### src/rtl/melody_sequencer.sv
// melody_sequencer: walks a score ROM of 16-bit event words and drives the
// synthesizer's start/stop/note inputs, timing each event in prescaled ticks.
module melody_sequencer #(
  parameter int ADDR_W    = 8,
  parameter int TICK_DIV  = 12000,
  parameter int GAP_TICKS = 1
) (
  input  logic              clk,
  input  logic              rst_n,
  input  logic              play,
  input  logic              halt,
  input  logic              loop,
  output logic [ADDR_W-1:0] rom_addr,
  input  logic [15:0]       rom_data,
  output logic              start,
  output logic              stop,
  output logic [6:0]        note,
  output logic              busy,
  output logic              done
);

  localparam int PW = (TICK_DIV > 1) ? $clog2(TICK_DIV) : 1;
  localparam logic [PW-1:0] PRESC_LAST = PW'(TICK_DIV - 1);

  typedef enum logic [1:0] {
    IDLE,
    FETCH,
    DECODE,
    HOLD
  } state_e;

  state_e            stateQ;
  logic [ADDR_W-1:0] pcQ;
  logic [PW-1:0]     prescQ;
  logic [6:0]        ticksQ;
  logic              isNoteQ;
  logic              startQ;
  logic              stopQ;
  logic              doneQ;
  logic              busyQ;
  logic [6:0]        noteQ;

  logic [1:0]        opD;
  logic [6:0]        durD;
  logic [ADDR_W-1:0] pcNextD;
  logic              gapHitD;

  // Decode the current score word and flag the cycle just before the articulation gap starts.
  always_comb begin
    opD     = rom_data[15:14];
    durD    = (rom_data[6:0] == 7'd0) ? 7'd1 : rom_data[6:0];
    pcNextD = pcQ + ADDR_W'(1);
    gapHitD = (GAP_TICKS > 0) && isNoteQ && (prescQ == PRESC_LAST) &&
              (32'(ticksQ) == GAP_TICKS + 1);
  end

  // Playback FSM: halt overrides everything; every output is a register.
  always_ff @(posedge clk) begin
    if (!rst_n) begin
      stateQ  <= IDLE;
      pcQ     <= '0;
      prescQ  <= '0;
      ticksQ  <= '0;
      isNoteQ <= 1'b0;
      startQ  <= 1'b0;
      stopQ   <= 1'b0;
      doneQ   <= 1'b0;
      busyQ   <= 1'b0;
      noteQ   <= '0;
    end else begin
      startQ <= 1'b0;
      stopQ  <= 1'b0;
      doneQ  <= 1'b0;
      if (halt && stateQ != IDLE) begin
        stateQ <= IDLE;
        busyQ  <= 1'b0;
        pcQ    <= '0;
        stopQ  <= 1'b1;
        prescQ <= '0;
        ticksQ <= '0;
      end else begin
        case (stateQ)
          IDLE: begin
            if (play && !halt) begin
              stateQ <= FETCH;
              busyQ  <= 1'b1;
              pcQ    <= '0;
            end
          end
          FETCH: begin
            stateQ <= DECODE;
          end
          DECODE: begin
            prescQ <= '0;
            ticksQ <= durD;
            case (opD)
              2'b00: begin
                noteQ   <= rom_data[13:7];
                startQ  <= 1'b1;
                isNoteQ <= 1'b1;
                pcQ     <= pcNextD;
                stateQ  <= HOLD;
              end
              2'b01: begin
                stopQ   <= 1'b1;
                isNoteQ <= 1'b0;
                pcQ     <= pcNextD;
                stateQ  <= HOLD;
              end
              2'b10: begin
                if (loop) begin
                  pcQ    <= rom_data[ADDR_W-1:0];
                  stateQ <= FETCH;
                end else begin
                  stopQ  <= 1'b1;
                  doneQ  <= 1'b1;
                  busyQ  <= 1'b0;
                  pcQ    <= '0;
                  stateQ <= IDLE;
                end
              end
              default: begin
                stopQ  <= 1'b1;
                doneQ  <= 1'b1;
                busyQ  <= 1'b0;
                pcQ    <= '0;
                stateQ <= IDLE;
              end
            endcase
          end
          HOLD: begin
            if (gapHitD) begin
              stopQ <= 1'b1;
            end
            if (prescQ == PRESC_LAST) begin
              prescQ <= '0;
              ticksQ <= ticksQ - 7'd1;
              if (ticksQ == 7'd1) begin
                stateQ <= FETCH;
              end
            end else begin
              prescQ <= prescQ + PW'(1);
            end
          end
          default: begin
            stateQ <= IDLE;
            busyQ  <= 1'b0;
          end
        endcase
      end
    end
  end

  assign rom_addr = pcQ;
  assign start    = startQ;
  assign stop     = stopQ;
  assign done     = doneQ;
  assign busy     = busyQ;
  assign note     = noteQ;

endmodule

### config.mk
export PLATFORM = sky130hd
export DESIGN_NAME = melody_sequencer
export DESIGN_NICKNAME = d
export VERILOG_FILES = /design/src/rtl/melody_sequencer.sv
export SDC_FILE = /design/constraint.sdc
export NUM_CORES = 1
export LEC_CHECK = 0
export BUFFER_PORTS_ARGS = -buffer_cell sky130_fd_sc_hd__buf_4
export CORE_MARGIN = 2
export CORE_UTILIZATION = 45
export CTS_BUF_LIST = sky130_fd_sc_hd__clkbuf_16
export CTS_CLUSTER_DIAMETER = 200
export DETAILED_ROUTE_END_ITERATION = 6
export PLACE_DENSITY_LB_ADDON = 0.05
export SYNTH_ARGS = -nofsm -noshare
export SYNTH_HDL_FRONTEND = slang
export SYNTH_SLANG_ARGS = --single-unit
### constraint.sdc
create_clock -name clk -period 2.93 [get_ports clk]
set_clock_uncertainty 0.15 [all_clocks]
set_input_delay 0.586 -clock clk [delete_from_list [all_inputs] [get_ports clk]]
set_output_delay 0.586 -clock clk [all_outputs]
set_load 0.02 [all_outputs]
# After elaboration in Yosys (flattened, before gate mapping)
# Cells that the tools add are included.
# totals
elab_cells	77
input_bits	21
output_inout_bits	19
regBits	43
# classes
eq_ne	13
n_reduce_logical	21
bitwise_logic	3
add_sub_neg	3
n_mux	27
# op_table
cell	n
case mux 8 bit (2 select lines)	2
case mux 14 bit (2 select lines)	1
2-to-1 mux 8 bit	2
adder 14 x 1 -> 14 bit (second input constant)	1
equality test 14 bit (second input constant)	1
2-to-1 mux 14 bit	1
2-to-1 mux 7 bit	2
case mux 7 bit (2 select lines)	1
case mux 1 bit (2 select lines)	6
AND reduction 3 bit	3
adder 8 x 1 -> 8 bit (second input constant)	1
!= test 2 bit (second input constant)	4
case mux 2 bit (4 select lines)	1
nonzero test 2 bit	4
equality test 7 x 1 -> 1 bit (second input constant)	1
equality test 7 x 2 -> 1 bit (second input constant)	1
logical NOT 7 bit	1
2-to-1 mux 1 bit	7
subtractor 7 x 1 -> 7 bit (second input constant)	1
equality test 2 bit (second input constant)	3
2-to-1 mux 2 bit	3
equality test 2 x 1 -> 1 bit (second input constant)	2
logical AND 1 bit	4
logical NOT 2 bit	2
other kinds (8)	12

# Longest topological paths before layout
# Gate-level depths: netlist of the first run.
# logic_depth
word_depth	6
mapped_depth	8
mapped_depth_nobuf	6

# Least setup slack after synthesis of the first run
# OpenSTA, ideal clock, no wires.
# synth_path
path_kind	register to register
startpoint	reg prescQ[0]
endpoint	reg ticksQ[0]
path_buffers	1
slack_ns	0.893
stages_incl_launch_ff	7
period_less_slack_ns	2.037
t_required_ns	2.722
arrival_ns	1.829
setup_ns	0.058
path_cell_list	dfxtp_1 ha_1 nand4_1 or4_1 buf_2 a2111oi_4 a31o_2
# synth_via
elab_chain_cells	3
# synth_rtl
element	line	source
from (decl)	34	logic [PW-1:0] prescQ;
from (signal assigned)	142	prescQ <= prescQ + PW'(1);
equality test 14 bit	135	if (prescQ == PRESC_LAST) begin
!= test 2 bit (no line)	--	
AND reduction 2 bit (no line)	--	
to (signal assigned)	95	ticksQ <= durD;
to (signal assigned)	137	ticksQ <= ticksQ - 7'd1;
to (decl)	35	logic [6:0] ticksQ;
# Every way passes these cells.
# A chain may end at the register's enable or synchronous reset.

# Final worst setup path of the first run
# layout_path
startpoint	reg prescQ[0]
endpoint	reg stateQ[1]
# layout_via
elab_chain_cells	3
# layout_rtl
element	line	source
equality test 14 bit	135	
!= test 2 bit (no line)	--	
AND reduction 3 bit (no line)	--	
to (signal assigned)	127	stateQ <= IDLE;
to (signal assigned)	139	stateQ <= FETCH;
to (signal assigned)	146	stateQ <= IDLE;
to (decl)	32	state_e stateQ;
# Every way passes these cells.

==> qor.csv, run 1 <==
stage;metric;value;unit
outcome;status;complete, no violations;
sta;slew-limit-headroom;56.6;%
floorplan;num_rows;26;
pwr;ir_worst_vdd;384;µV
setup_path;critical_path.endpoint_type;flip-flop;
sta;worst_slew_pin_slew;651;ps
cells_and_area;drive_gt1_share;17.8;%
setup_path;ff2ff_setup_slack;540;ps
yosys;ys_ff_latch;43;
setup_path;r2r_start;prescQ[0];
global_route;grt_overflow;0;
detailed_routing;route.detailed.drc;0;
clock_network;cts.sinks;43;
sta;max_freq;418;MHz
cells_and_area;antenna_cells;0;
global_route;grt_max_degree;22;
sta;rsz0062_at_grt;no;
setup_path;startpoint_type;flip-flop;
placed_design;routabilityCongestion;0.842;
placed_design;hpwl;4.45;mm
detailed_routing;drt_first_pass_iters;4;
clock_network;cts_setup_buffers;0;
floorplan;start_util;47.2;%
sta;finalMaxSlewViolations;0;
cells_and_area;fin_nets;361;
floorplan;fp.dieH;77.4;µm
pwr;p_leak;0.00119;µW
detailed_routing;wire_per_inst;15.5;µm
setup_path;crit_arrival;2410;ps
clock_network;cts_buffers;5;
setup_path;crit_type;reg -> reg;
setup_path;worstPathRequired;2950;ps
detailed_routing;drtIter0Drc;157;
yosys;syn_area_per_cell;8.33;µm²
worst_hold_path;hold_class;reg -> reg;
clock_network;cts-root-buf;clkbuf_16;
sta;setup_violations;0;
clock_network;hold_buffers;0;
yosys;synth_top_flop_cell;dfxtp_1;
yosys;synth-async-reset-ratio;0;%
yosys;synthCells;291;
worst_hold_path;hold_end;prescQ[13];
yosys;synth_nets;321;
run;maxCapViolCount;0;
cells_and_area;final_cell_mix;buf_4 (48), dfxtp_1 (43), nand2_1 (22), nor2_1 (22), a21oi_1 (17);
placed_design;portBuffers;39;
clock_network;ctsResizeCount;0;
pwr;power.density;522;nW/µm²
floorplan;io_pins;40;
setup_path;rr_worst_depth;5;
clock_network;clock_latency;290;ps
yosys;ys_seq_area_share;35.5;%
setup_path;worstPathMaxFanout;21;
floorplan;die_w;77.4;µm
pwr;design_power_total;1570;µW
global_route;antenna_found_initial;0;
floorplan;core_area;5140;µm²
clock_network;h-tree-depth;2;
floorplan;die-area;5990;µm²
detailed_routing;vias;2401;
clock_network;cts.clk_slew.worst_paths;60;ps
global_route;first_global_vias;2249;
yosys;synth.distinct_cells;49;
sta;tns;0;ps
sta;fin_crit_sh;81.7;%
yosys;syn_area;2420;µm²
sta;min_period;2390;ps
worst_hold_path;holdCritStartpoint;prescQ[13];
clock_network;cts_tree;built;
sta;hold_viol;0;
yosys;ys_warn_count;0;
detailed_routing;via_per_inst;5.97;
global_route;track_usage;22.2;%
yosys;synth_edf_count;0;
clock_network;cts_buffer_depth;2;
setup_path;worst_r2r_endpoint;stateQ[1];
global_route;grt_pass1_wl;10.7;mm
detailed_routing;ant_nets;0;
detailed_routing;wirelength;6.22;mm
worst_hold_path;holdPathStages;1;
cells_and_area;syn2layout_area_growth;23.8;%
cells_and_area;layout_commonest_cell;buf_4;
==> where the power goes <==
part / total (µW) / switching (µW) / internal, µW
sequential: 615 / 14.2 / 600
combinational: 238 / 141 / 97.0
clock: 713 / 227 / 485
==> stage by stage <==
step / setup WS, ps / cells / instance area (µm²) / hold WS (ps) / utilization [%]
CTS: 536 / 402 / 3000 / 327 / 58.4
global placement: 593 / 394 / 2810 / 314 / 54.7
detailed placement: 546 / 394 / 2810 / 313 / 54.7
global route: 441 / 402 / 3000 / 363 / 58.4
finish: 536 / 402 / 3000 / 331 / 58.4
floorplan: 893 / 291 / 2420 / 287 / -
==> cells in the mapped netlist, types with 2 or more instances <==
library cell   n  area [µm²]
nor3_1         2        10.0
dfxtp_1       43         861
a41oi_1        4        35.0
o211ai_1       4        30.0
o32ai_1        3        26.3
buf_2          3        15.0
nand3_1       15        75.1
ha_1           9         113
o21ai_0       11        55.1
xnor2_1        3        26.3
nor4_1         4        25.0
mux2i_1       13         130
and2_1         5        31.3
nand2b_1       3        18.8
inv_1         12        45.0
a22o_1         2        17.5
or4_1          3        22.5
nand2_1       22        82.6
and3_1         6        37.5
and4_1         4        35.0
a31oi_1       15        93.8
and3b_1        2        17.5
xor2_1         2        17.5
a21oi_1       17        85.1
a22oi_1        5        37.5
nand3b_1       8        60.1
clkbuf_1      12        45.0
nand4_1        8        50.1
nor2_1        22        82.6
o22ai_1        6        37.5
a311oi_1       3        26.3
nor2b_1        3        18.8
==> routing by layer <==
metal	share of wire, %	wire length (µm)	up-vias	GRT usage [%]
met5	0	0	-	0
met4	1.2	77	0	7.32
met3	5.3	327	7	4.53
met2	46	2890	73	35.4
met1	47	2930	1140	30.1
li1	-	-	1181	-
==> flip-flops by register name, summed over array words and instances (netlist names) <==
register,cells
prescQ,14
rom_addr,8
done,1
busy,1
stop,1
isNoteQ,1
ticksQ,7
stateQ,2
start,1
note,7
==> critical path, stage by stage, from the launching register on <==
cell and delay, ps:
dfxtp_1 380, ha_1 270, nand4_1 150, or4_1 880
o22a_1 320, mux2i_1 130
==> worst max-delay path by stage <==
stage              start         to  slack, ps  depth (start not counted)
5_1_grt        prescQ[0]  stateQ[0]        440                          5
4_1_cts        prescQ[0]  stateQ[1]        540                          5
6_report       prescQ[0]  stateQ[1]        540                          5
3_3_place_gp   prescQ[0]  stateQ[1]        590                          5
3_5_place_dp   prescQ[0]  stateQ[1]        550                          5
2_1_floorplan  prescQ[0]  ticksQ[0]        890                          6
==> layout make-up <==
cell class	instances	area, µm²
well taps	70	87.6
clock inverters	3	63.8
multi-input cells	220	1460
inverters	13	48.8
clock buffers	5	125
repair buffers	48	360
fillers	517	2140
flip-flops and latches	43	861
==> cell families (layout without fill, tap and decap cells) <==
logic type | Yosys count | count (layout) | synth area share [%]
AND/OR/NAND/NOR | 113 | 113 | 25.4
AO/OA/AOI/OAI | 80 | 80 | 22.8
flip-flops | 43 | 43 | 35.5
buffers and inverters | 28 | 69 | 4.49
multiplexers | 13 | 13 | 5.37
adder cells (fa/ha/maj) | 9 | 9 | 4.64
XOR/XNOR | 5 | 5 | 1.81
Power figures use the tool's default switching activity.
==> run 2, diff against run 1 <==
clock period = 2.3 ns   (was 2.93 ns; I/O delays follow)
==> qor.csv, run 2 (same netlist as run 1, synthesis figures left out) <==
stage;metric;value;unit;change
outcome;status;complete, no violations;;unchanged
run;maxCapViolCount;0;;unchanged
pwr;ir_worst_vdd;345;µV;was 384 µV
detailed_routing;drtIter0Drc;120;;was 157
sta;tns;0;ps;unchanged
cells_and_area;antenna_cells;0;;unchanged
pwr;power_switching;505;µW;was 383 µW
floorplan;fp.dieH;77.4;µm;unchanged
pwr;internal_power;1400;µW;was 1180 µW
sta;hold_viol;0;;unchanged
cells_and_area;largest_register;prescQ;;unchanged
setup_path;rr_worst_depth;6;;was 5
floorplan;die_w;77.4;µm;unchanged
worst_hold_path;holdPathStages;2;;was 1
cells_and_area;fin_nets;364;;was 361
cells_and_area;largest_reg_flops;14;;unchanged
setup_path;worstPathCellList;ha_1 -> nand4_1 -> or4_1 -> buf_4 -> a41oi_1 -> a31oi_1;;was ha_1 -> nand4_1 -> or4_1 -> o22a_1 -> mux2i_1
cells_and_area;regArea;861;µm²;unchanged
setup_path;critical_path.endpoint_type;flip-flop;;unchanged
clock_network;clock_latency;290;ps;about the same
cells_and_area;drive_gt1_share;19.1;%;was 17.8%
global_route;grt_overflow;0;;unchanged
setup_path;crit_type;reg -> reg;;unchanged
cells_and_area;n_fill_cell;522;;was 517
placed_design;hpwl;4.49;mm;was 4.45 mm
floorplan;num_rows;26;;unchanged
clock_network;cts_buffer_depth;2;;unchanged
clock_network;cts_buffers;5;;unchanged
pwr;p_clk_share;42.9;%;was 45.5%
pwr;comb_power_share;16.0;%;was 15.2%
floorplan;start_util;47.2;%;unchanged
cells_and_area;layout_commonest_cell;buf_4;;unchanged
sta;whs;226;ps;was 331 ps
detailed_routing;ant_nets;0;;unchanged
global_route;grt_max_degree;21;;was 22
detailed_routing;vias;2407;;was 2401
detailed_routing;wirelength;6.17;mm;was 6.22 mm
pwr;switching_share;26.5;%;was 24.5%
pwr;p_leak;0.00119;µW;about the same
setup_path;worstPathRequired;2310;ps;was 2950 ps
clock_network;cts.clk_slew.worst_paths;60;ps;about the same
cells_and_area;syn2layout_area_growth;23.9;%;was 23.8%
setup_path;crit_arrival;2160;ps;was 2410 ps
global_route;first_global_vias;2200;;was 2249
global_route;grt_pass1_wl;10.6;mm;was 10.7 mm
setup_path;worstPathMaxFanout;20;;was 21
sta;finalMaxSlewViolations;0;;unchanged
clock_network;h-tree-depth;2;;unchanged
setup_path;crit_path_max_incr_delay;570;ps;was 880 ps
detailed_routing;wire_per_inst;15.2;µm;was 15.5 µm
global_route;track_usage;21.8;%;was 22.2%
sta;slew-limit-headroom;64.3;%;was 56.6%
global_route;antenna_found_initial;0;;unchanged
sta;setup_violations;0;;unchanged
sta;min_period;2150;ps;was 2390 ps
setup_path;slowest_stage;or4_1;;unchanged
placed_design;portBuffers;39;;unchanged
clock_network;hold_buffers;0;;unchanged
detailed_routing;route.detailed.drc;0;;unchanged
pwr;power.density;634;nW/µm²;was 522 nW/µm²
worst_hold_path;hold_class;in -> reg;;was reg -> reg
sta;worst_slew_pin_slew;530;ps;was 651 ps
clock_network;cts.sinks;43;;unchanged
clock_network;cts-root-buf;clkbuf_16;;unchanged
cells_and_area;final_cell_mix;buf_4 (51), dfxtp_1 (43), nand2_1 (22), nor2_1 (22), a21oi_1 (17);;was buf_4 (48), dfxtp_1 (43), nand2_1 (22), nor2_1 (22), a21oi_1 (17)
placed_design;routabilityCongestion;0.866;;was 0.842
detailed_routing;via_per_inst;5.94;;was 5.97
floorplan;core_area;5140;µm²;unchanged
sta;max_freq;464;MHz;was 418 MHz
sta;rsz0062_at_grt;no;;unchanged
pwr;p_seq_share;41.1;%;was 39.3%
clock_network;cts_tree;built;;unchanged
setup_path;startpoint_type;flip-flop;;unchanged
sta;fin_crit_sh;93.6;%;was 81.7%
detailed_routing;drt_first_pass_iters;4;;unchanged
clock_network;cts_setup_buffers;0;;unchanged
floorplan;die-area;5990;µm²;unchanged
floorplan;io_pins;40;;unchanged
cells_and_area;multi_input_comb_area;1460;µm²;about the same
run 2: changes by cell type in the layout (fill, tap and decap cells not counted), sizes merged:
| cell | delta |
|---|---|
| buf | +3 |
| clkinv | +2 |
| bufinv | -1 |
| inv | -1 |
run 2: worst max-delay path, delay by kind of cell (launching register included):
family / cells / cell delay (ps)
AOI/OAI and AO/OA: 2 / 280
adders and majority gates: 1 / 260
DFF: 1 / 380
buffers and inverters: 1 / 230
and+or+nand+nor: 2 / 720
run 2: metrics by stage:
stage          std cells  total power, µW  utilization (%)  instance area, µm²  worst slack, ps
2_1_floorplan        291              983                -                2420              263
5_1_grt              405             1980             58.5                3010             5.58
6_report             405             1910             58.5                3010              147
4_1_cts              405             1920             58.4                3000              160
3_5_place_dp         397             1100             55.2                2840              172
3_3_place_gp         397             1100             55.2                2840              209
run 2: per-layer routing:
metal / global-route usage (%) / wire length, µm / up-vias
li1: - / - / 1191
met1: 30.3 / 2970 / 1139
met2: 33.7 / 2790 / 69
met3: 4.65 / 312 / 8
met4: 7.50 / 89 / 0
met5: 0 / 0 / -
run 2: worst paths after layout:
check / start / endpoint / slack [ps]
hold / removal: rom_data[14] / start / 230
setup reg to reg: prescQ[0] / prescQ[5] / 150
hold reg to reg: prescQ[13] / prescQ[13] / 330
setup / recovery: prescQ[0] / prescQ[5] / 150
run 2: timing repair:
action                                  4_1_cts  5_1_grt
hold endpoints to repair                      0        0
endpoints found under the setup margin        0        1
gates resized for setup                       0        1
run 2: area by class of cell:
class | instances | share of cell area, %
multi-input combinational | 220 | 48.5
timing repair buffer | 51 | 12.7
clock inverter | 3 | 1.46
inverter | 13 | 1.62
clock buffer | 5 | 4.16
tap | 70 | 2.91
sequential | 43 | 28.6
run 2: power by group through the flow:
stage                     Clock [µW]  Combinational (µW)  Sequential, µW
after floorplan                    0                 178             806
after global placement             0                 302             800
after detailed placement           0                 303             799
after CTS                        833                 304             783
after global routing             859                 340             784
final                            817                 306             783
==> run 3, diff against run 2 <==
RECOVER_POWER = 100   (was not set)
TNS_END_PERCENT = 20   (was not set)
==> qor.csv, run 3 (same netlist as run 1, synthesis figures left out) <==
stage;metric;value;unit;change
outcome;status;complete, no violations;;unchanged
clock_network;cts.sinks;43;;unchanged
floorplan;core_area;5140;µm²;unchanged
detailed_routing;drtIter0Drc;131;;was 120
sta;finalMaxSlewViolations;0;;unchanged
pwr;power_switching;500;µW;was 505 µW
sta;slew-limit-headroom;64.5;%;was 64.3%
sta;worst_slew_pin_slew;533;ps;was 530 ps
pwr;p_leak;0.00110;µW;was 0.00119 µW
sta;hold_viol;0;;unchanged
cells_and_area;final_cell_mix;dfxtp_1 (43), buf_4 (28), nand2_1 (22), nor2_1 (22), clkbuf_1 (22);;was buf_4 (51), dfxtp_1 (43), nand2_1 (22), nor2_1 (22), a21oi_1 (17)
sta;tns;0;ps;unchanged
detailed_routing;wire_per_inst;15.1;µm;was 15.2 µm
clock_network;cts.clk_slew.worst_paths;70;ps;was 60 ps
pwr;power.density;650;nW/µm²;was 634 nW/µm²
floorplan;die_w;77.4;µm;unchanged
clock_network;cts-root-buf;clkbuf_16;;unchanged
setup_path;startpoint_type;flip-flop;;unchanged
sta;whs;231;ps;was 226 ps
global_route;grt_pass1_wl;10.6;mm;unchanged
clock_network;cts_setup_buffers;0;;unchanged
global_route;first_global_vias;2200;;unchanged
setup_path;crit_arrival;2180;ps;was 2160 ps
pwr;ir_worst_vdd;343;µV;was 345 µV
sta;min_period;2170;ps;was 2150 ps
global_route;grt_max_degree;21;;unchanged
sta;setup_violations;0;;unchanged
clock_network;clock_latency;290;ps;about the same
setup_path;crit_path_max_incr_delay;600;ps;was 570 ps
clock_network;h-tree-depth;2;;unchanged
pwr;comb_power_share;15.4;%;was 16.0%
run;maxCapViolCount;0;;unchanged
cells_and_area;fin_nets;364;;unchanged
global_route;antenna_found_initial;0;;unchanged
sta;fin_crit_sh;94.4;%;was 93.6%
global_route;track_usage;21.8;%;unchanged
floorplan;fp.dieH;77.4;µm;unchanged
cells_and_area;syn2layout_area_growth;19.9;%;was 23.9%
floorplan;num_rows;26;;unchanged
floorplan;io_pins;40;;unchanged
clock_network;cts_buffers;5;;unchanged
detailed_routing;wirelength;6.11;mm;was 6.17 mm
detailed_routing;vias;2405;;was 2407
cells_and_area;largest_register;prescQ;;unchanged
clock_network;cts_buffer_depth;2;;unchanged
sta;rsz0062_at_grt;no;;unchanged
detailed_routing;route.detailed.drc;0;;unchanged
sta;max_freq;460;MHz;was 464 MHz
placed_design;portBuffers;39;;unchanged
worst_hold_path;hold_class;in -> reg;;unchanged
pwr;p_seq_share;41.4;%;was 41.1%
setup_path;critical_path.endpoint_type;flip-flop;;unchanged
pwr;switching_share;26.5;%;about the same
setup_path;worstPathRequired;2310;ps;about the same
setup_path;crit_type;reg -> reg;;unchanged
floorplan;start_util;47.2;%;unchanged
detailed_routing;via_per_inst;5.94;;about the same
placed_design;routabilityCongestion;0.866;;unchanged
detailed_routing;ant_nets;0;;unchanged
global_route;grt_overflow;0;;unchanged
cells_and_area;drive_gt1_share;12.5;%;was 19.1%
clock_network;cts_tree;built;;unchanged
cells_and_area;layout_commonest_cell;dfxtp_1;;was buf_4
pwr;internal_power;1390;µW;was 1400 µW
detailed_routing;drt_first_pass_iters;4;;unchanged
placed_design;hpwl;4.49;mm;unchanged
cells_and_area;antenna_cells;0;;unchanged
setup_path;slowest_stage;or4_1;;unchanged
floorplan;die-area;5990;µm²;unchanged
setup_path;worstPathMaxFanout;6;;was 20
setup_path;worstPathCellList;ha_1 -> nand4_1 -> or4_1 -> clkbuf_1 -> o211ai_1 -> a21oi_1;;was ha_1 -> nand4_1 -> or4_1 -> buf_4 -> a41oi_1 -> a31oi_1
cells_and_area;largest_reg_flops;14;;unchanged
pwr;p_clk_share;43.2;%;was 42.9%
-- run 3: cell count changes in the layout (fill, tap and decap cells not counted), sizes merged --
cell / change
buf: -23
clkbuf: +23
-- run 3: final timing paths --
check	cells after the start	slack, ps	to	from
worst max-delay path	6	130	ticksQ[4]	prescQ[0]
worst min-delay path	2	230	start	rom_data[14]
worst max register to register	6	130	ticksQ[4]	prescQ[0]
worst min register to register	1	330	prescQ[13]	prescQ[13]
-- run 3: power by group through the flow --
stage                     clock network [µW]  logic (µW)  registers [µW]
after detailed placement                   0         303             799
final                                    816         291             782
after floorplan                            0         178             806
after global placement                     0         302             800
after CTS                                833         304             783
after global routing                     859         326             784
-- run 3: metal layers --
metal | vias up | GRT usage (%) | wire [µm]
li1 | 1194 | - | -
met1 | 1135 | 30.3 | 2890
met2 | 68 | 33.7 | 2770
met3 | 8 | 4.65 | 359
met4 | 0 | 7.50 | 89
met5 | - | 0 | 0
-- run 3: cell type report --
| cell class | count | area, µm² |
|---|---|---|
| Clock buffer | 5 | 125 |
| Clock inverter | 3 | 43.8 |
| Fill cell | 549 | 2230 |
| Inverter | 13 | 48.8 |
| Multi-Input combinational cell | 220 | 1440 |
| Sequential cell | 43 | 861 |
| Tap cell | 70 | 87.6 |
| Timing Repair Buffer | 51 | 298 |
-- run 3: stage by stage --
stage,area [µm²],worst slack [ps],utilization (%),std cells,total power [µW]
5_1_grt,2910,3.97,56.6,405,1970
3_3_place_gp,2840,209,55.2,397,1100
4_1_cts,3000,160,58.4,405,1920
3_5_place_dp,2840,172,55.2,397,1100
6_report,2910,128,56.6,405,1890
2_1_floorplan,2420,263,-,291,983
-- run 3: timing repair --
| action | CTS | global route |
|---|---|---|
| hold buffers | 0 | 0 |
| setup endpoints to repair | 0 | 1 |
| gates resized for setup | 0 | 1 |
-- run 3: worst max-delay path: cells and delay by family (launching register included) --
kind / cells / cell delay (ps)
DFF: 1 / 380
and+or+nand+nor: 2 / 750
adders and majority gates: 1 / 260
buffers and inverters: 1 / 220
AOI/OAI and AO/OA: 2 / 290
